===== src/rtl/parity_pkg.sv =====
// Shared state encoding, mode constants and parity helper for the parity framer.
package parity_pkg;

    typedef enum logic {
        S_DATA = 1'b0,
        S_PAR  = 1'b1
    } state_e;

    localparam logic MODE_GEN = 1'b0;
    localparam logic MODE_CHK = 1'b1;

    function automatic logic par_of(input logic acc, input logic odd);
        return acc ^ odd;
    endfunction

endpackage


===== src/rtl/parity_lane.sv =====
// One serial parity lane: running accumulator, visible parity, frame result and check error.
module parity_lane
    import parity_pkg::*;
#(
    parameter logic ODD_BIT = 1'b0
) (
    input  logic clk,
    input  logic rst_n,
    input  logic x,
    input  logic clr,
    input  logic acc_en,
    input  logic gen_done,
    input  logic chk_done,
    output logic z,
    output logic p,
    output logic err
);

    logic acc_q, acc_d;
    logic z_q, z_d;
    logic p_q, p_d;
    logic err_q, err_d;

    // Lane next-state: z shows the parity including the last accepted bit, even when acc is cleared
    always_comb begin
        acc_d = acc_q;
        z_d   = z_q;
        p_d   = p_q;
        err_d = err_q;
        if (clr) begin
            acc_d = 1'b0;
            z_d   = ODD_BIT;
        end else if (acc_en) begin
            acc_d = acc_q ^ x;
            z_d   = par_of(acc_q ^ x, ODD_BIT);
        end else if (gen_done) begin
            acc_d = 1'b0;
            z_d   = par_of(acc_q ^ x, ODD_BIT);
            p_d   = par_of(acc_q ^ x, ODD_BIT);
            err_d = 1'b0;
        end else if (chk_done) begin
            acc_d = 1'b0;
            z_d   = ODD_BIT;
            p_d   = x;
            err_d = x ^ par_of(acc_q, ODD_BIT);
        end else begin
            acc_d = acc_q;
            z_d   = z_q;
        end
    end

    // Lane registers
    always_ff @(posedge clk or negedge rst_n) begin
        if (!rst_n) begin
            acc_q <= 1'b0;
            z_q   <= ODD_BIT;
            p_q   <= 1'b0;
            err_q <= 1'b0;
        end else begin
            acc_q <= acc_d;
            z_q   <= z_d;
            p_q   <= p_d;
            err_q <= err_d;
        end
    end

    assign z   = z_q;
    assign p   = p_q;
    assign err = err_q;

endmodule


===== src/rtl/parity_framer.sv =====
// Multi-lane serial parity framer: shared frame FSM and bit counter driving one parity_lane per channel.
module parity_framer
    import parity_pkg::*;
#(
    parameter int N_CH      = 1,
    parameter int FRAME_LEN = 8,
    parameter int ODD       = 0
) (
    input  logic            clk,
    input  logic            rst_n,
    input  logic [N_CH-1:0] x,
    input  logic            x_valid,
    input  logic            mode,
    input  logic            clear,
    output logic [N_CH-1:0] z,
    output logic            p_valid,
    output logic [N_CH-1:0] p,
    output logic [N_CH-1:0] err
);

    localparam int       CW      = $clog2(FRAME_LEN + 1);
    localparam logic     ODD_BIT = (ODD != 0) ? 1'b1 : 1'b0;
    localparam [CW-1:0]  LAST    = CW'(FRAME_LEN - 1);

    state_e        state_q, state_d;
    logic [CW-1:0] cnt_q, cnt_d;
    logic          mode_q, mode_d;
    logic          p_valid_q, p_valid_d;
    logic          eff_mode_s;
    logic          lane_clr_s, acc_en_s, gen_done_s, chk_done_s;

    // Frame FSM: mode is taken from the port only at the start of a frame
    always_comb begin
        state_d     = state_q;
        cnt_d       = cnt_q;
        mode_d      = mode_q;
        p_valid_d   = 1'b0;
        lane_clr_s  = 1'b0;
        acc_en_s    = 1'b0;
        gen_done_s  = 1'b0;
        chk_done_s  = 1'b0;
        eff_mode_s  = mode_q;
        if (clear) begin
            state_d    = S_DATA;
            cnt_d      = '0;
            lane_clr_s = 1'b1;
        end else begin
            case (state_q)
                S_DATA: begin
                    eff_mode_s = (cnt_q == '0) ? mode : mode_q;
                    mode_d     = eff_mode_s;
                    if (x_valid) begin
                        if (cnt_q == LAST) begin
                            if (eff_mode_s == MODE_GEN) begin
                                gen_done_s = 1'b1;
                                p_valid_d  = 1'b1;
                                cnt_d      = '0;
                            end else begin
                                acc_en_s = 1'b1;
                                cnt_d    = cnt_q + CW'(1);
                                state_d  = S_PAR;
                            end
                        end else begin
                            acc_en_s = 1'b1;
                            cnt_d    = cnt_q + CW'(1);
                        end
                    end else begin
                        cnt_d = cnt_q;
                    end
                end
                S_PAR: begin
                    if (x_valid) begin
                        chk_done_s = 1'b1;
                        p_valid_d  = 1'b1;
                        cnt_d      = '0;
                        state_d    = S_DATA;
                    end else begin
                        state_d = S_PAR;
                    end
                end
                default: begin
                    state_d    = S_DATA;
                    cnt_d      = '0;
                    lane_clr_s = 1'b1;
                end
            endcase
        end
    end

    // Shared FSM, counter, mode and strobe registers
    always_ff @(posedge clk or negedge rst_n) begin
        if (!rst_n) begin
            state_q   <= S_DATA;
            cnt_q     <= '0;
            mode_q    <= MODE_GEN;
            p_valid_q <= 1'b0;
        end else begin
            state_q   <= state_d;
            cnt_q     <= cnt_d;
            mode_q    <= mode_d;
            p_valid_q <= p_valid_d;
        end
    end

    assign p_valid = p_valid_q;

    for (genvar g = 0; g < N_CH; g++) begin : g_lane
        parity_lane #(
            .ODD_BIT(ODD_BIT)
        ) u_lane (
            .clk     (clk),
            .rst_n   (rst_n),
            .x       (x[g]),
            .clr     (lane_clr_s),
            .acc_en  (acc_en_s),
            .gen_done(gen_done_s),
            .chk_done(chk_done_s),
            .z       (z[g]),
            .p       (p[g]),
            .err     (err[g])
        );
    end

endmodule


===== config.mk =====
export PLATFORM = sky130hd
export DESIGN_NAME = parity_framer
export DESIGN_NICKNAME = d
export VERILOG_FILES = /design/src/rtl/parity_pkg.sv /design/src/rtl/parity_lane.sv /design/src/rtl/parity_framer.sv
export SDC_FILE = /design/constraint.sdc
export NUM_CORES = 1
export LEC_CHECK = 0
export CORE_AREA = 2 2 39 41
export DETAILED_ROUTE_END_ITERATION = 7
export DIE_AREA = 0 0 41 43
export PLACE_DENSITY_LB_ADDON = 0.05
export SLEW_MARGIN = 20
export SYNTH_ARGS = -nofsm -noshare
export SYNTH_HDL_FRONTEND = slang
export SYNTH_HIERARCHICAL = 1
export SYNTH_SLANG_ARGS = --single-unit

===== constraint.sdc =====
create_clock -name clk -period 2.85 [get_ports clk]
set_input_delay 0.4275 -clock clk [delete_from_list [all_inputs] [get_ports clk]]
set_output_delay 0.4275 -clock clk [all_outputs]
set_load 0.02 [all_outputs]

==> run_results.csv <==
group,metric,value,unit
route,viasPerCell,5.632,
clocking,clkSinkCount,11,
die,rows,14,
yosys,postSynthAreaPerCell,9.422,um^2
placed_design,dp_cells,91,
setup_path,regToRegStartpoint,"cnt_q[1]",
clocking,cts_root_buf,"clkbuf_4",
clocking,path_clk_slew,0.07,ns
clocking,postCtsSetupRepairBufs,0,
die,start_util,44.94,%
job,drv_cap,0,
grt,grt_pass1_vias,503,
route,vias,535,
yosys,yosys_register_bits,11,
sta,setup_tns,0,ns
die,boundaryPins,10,
setup_path,crit_end,"g_lane[0].u_lane/p",
grt,overflow,0,
grt,grt_first_pass_wirelength,2208,um
setup_path,critPathLaunchType,"input port",
run_status,status,"completed",
final_layout,mostFrequentLayoutCell,"dfrtp_1",
power_and_ir_drop,leakage,0.3155,nW
power_and_ir_drop,power,0.0003222,W
die,die_area,1763,um^2
power_and_ir_drop,vdd_drop_max,0.2151,mV
setup_path,arrival,2.14,ns
sta,tightest_slew,0.5611,ns
sta,final.min_clock_period,1.993,ns
route,dr.first_iter.drc_count,16,
grt,grt_use_met2,27.19,%
sta,hold_violations,0,
placed_design,placed_area,730.7,um^2
placed_design,dp_hpwl,904.5,um
clocking,htreeDepth,1,
yosys,seq_area_frac_synth,44.27,%
yosys,synthDistinctLibCells,28,
route,drtPass1Iterations,4,
setup_path,r2r_cells,6,
clocking,clk_latency,0.27,ns
final_layout,final_cell_mix,"11 x dfrtp_1, 9 x clkdlybuf4s50_1, 8 x nor2_1",
final_layout,post-route-util,54.79,%
grt,grt_use_total,19.49,%
die,die_h,43,um
yosys,syn_area,621.8,um^2
sta,setup_viol,0,
sta,fin_worst_skew,0.005603,ns
yosys,netlist_instances,66,
yosys,yosysWarningCount,6,
placed_design,portBuffers,9,
sta,slew_headroom,62.30,%
grt,grt_busiest_layer,"met2",
clocking,cts_hold_buf,0,
final_layout,final_cells,95,
sta,slew_viol_final,0,
setup_path,critical_path_peak_fanout,8,
setup_path,critPathRequiredTime,2.99,ns
sta,max_freq,0.5018,GHz
power_and_ir_drop,p_per_area,424.9,nW/um^2
final_layout,fin_nets,88,
final_layout,final_area,758.2,um^2
sta,rsz0062_at_grt,"no",
final_layout,n_fill_cell,132,
die,core,1384,um^2
hold_path,hp-class,"input port to asynchronous set/reset pin",
grt,met1_usage,24.75,%
setup_path,startpoint,"x_valid",
placed_design,gp_congestion,0.7590,
die,die_x,41,um
final_layout,layout-drive-gt1-share,12.66,%
clocking,cts_buffers,3,
final_layout,antenna-diode-count,0,
route,drc,0,
clocking,cts_tree,"done",
grt,grt_util_met3,9.948,%
clocking,cts_buffer_depth,2,
route,ant_nets,0,
setup_path,worstSetupEndpointType,"register",
setup_path,r2r-end,"g_lane[0].u_lane/z",
grt,grt_max_degree,13,
final_layout,area_growth_syn_to_layout,21.93,%
clocking,cts_resized,0,
yosys,synth_nets,74,
route,avgRoutedWirePerCell,13.54,um
setup_path,reg2reg_slack,0.95,ns
setup_path,worst-setup-path-type,"input port to register",
grt,antenna_found_initial,0,
route,wl,1286,um
sta,finalCritPeriodShare,69.93,%
==> synth_stat cells, drive strengths merged <==
| cell | instances | share of area [%] |
|---|---|---|
| and4bb | 1 | 2.0 |
| a31o | 1 | 1.4 |
| nand4b | 1 | 1.4 |
| a21oi | 5 | 4.0 |
| o31ai | 1 | 1.2 |
| inv | 4 | 2.4 |
| nor3 | 4 | 4.0 |
| nand2 | 3 | 1.8 |
| nor2b | 1 | 1.0 |
| buf | 2 | 2.6 |
| nand3b | 1 | 1.2 |
| nor3b | 1 | 2.0 |
| a32oi | 1 | 1.4 |
| xor2 | 1 | 1.4 |
| nor2 | 8 | 4.8 |
| dfrtp | 11 | 44 |
| and3 | 1 | 1.0 |
| nand2b | 1 | 1.0 |
| ha | 2 | 4.0 |
| mux2 | 1 | 2.4 |
| nand4 | 1 | 1.0 |
| a31oi | 2 | 2.0 |
| o21ai | 5 | 4.0 |
| nand3 | 5 | 4.0 |
| or4b | 1 | 1.6 |
| nand4bb | 1 | 1.8 |
==> layout make-up <==
class / count / area, um^2 / share of cell area, %
clock buffer: 3 / 22.52 / 2.970
clock inverter: 1 / 5.005 / 0.6601
inverter: 4 / 15.01 / 1.980
multi-input combinational: 49 / 315.3 / 41.58
sequential: 11 / 275.3 / 36.30
tap: 16 / 20.02 / 2.640
timing repair buffer: 11 / 105.1 / 13.86
==> routing by layer <==
| metal | share of wire (%) | routed length, um |
|---|---|---|
| met3 | 5.1 | 66 |
| met2 | 46 | 586 |
| met1 | 48 | 613 |
| met4 | 1.6 | 20 |
| met5 | 0 | 0 |
==> worst max-delay path, stage by stage <==
cell and delay, ns:
clkdlybuf4s50_1 0.60, nand2b_1 0.16, nor3_1 0.50, nor2_1 0.14, o31ai_1 0.21, nand3_1 0.09
==> cells by family after synthesis <==
logic type,synth area share [%]
fa+ha+maj,4.024
mux,2.414
flops,44.26
simple gates,28.77
buf+inv,5.029
compound gates,14.08
xor+xnor,1.409
==> sequential cells by signal (all words and copies together), names as in the netlist <==
signal and flops:
g_lane.u_lane/err 1, g_lane.u_lane/z 1, p_valid 1, g_lane.u_lane/acc_q 1, cnt_q 4, state_q 1, g_lane.u_lane/p 1, mode_q 1
==> through the flow <==
stage	hold WS (ns)	setup WS [ns]
6_report	0.4830	0.8570
5_1_grt	0.5290	0.7213
4_1_cts	0.4982	0.8891
3_5_place_dp	0.5080	0.6344
3_3_place_gp	0.4920	0.6961
2_1_floorplan	0.1319	1.133
==> report_power, final <==
| group | total, W | internal (W) | switching [W] |
|---|---|---|---|
| Sequential | 0.000170 | 0.000163 | 0.00000735 |
| Combinational | 0.0000469 | 0.0000247 | 0.0000223 |
| Clock | 0.000105 | 0.0000520 | 0.0000528 |
==> worst min-delay path by stage <==
stage | start | end | slack (ns) | cells after the start
global placement | g_lane[0].u_lane/p | g_lane[0].u_lane/p | 0.49 | 2
finish | rst_n | cnt_q[0] | 0.48 | 1
CTS | rst_n | cnt_q[0] | 0.50 | 1
global route | rst_n | cnt_q[0] | 0.53 | 1
floorplan | rst_n | cnt_q[0] | 0.13 | 0
detailed placement | g_lane[0].u_lane/p | g_lane[0].u_lane/p | 0.51 | 2
No activity file was read; power rests on OpenSTA's default activity.
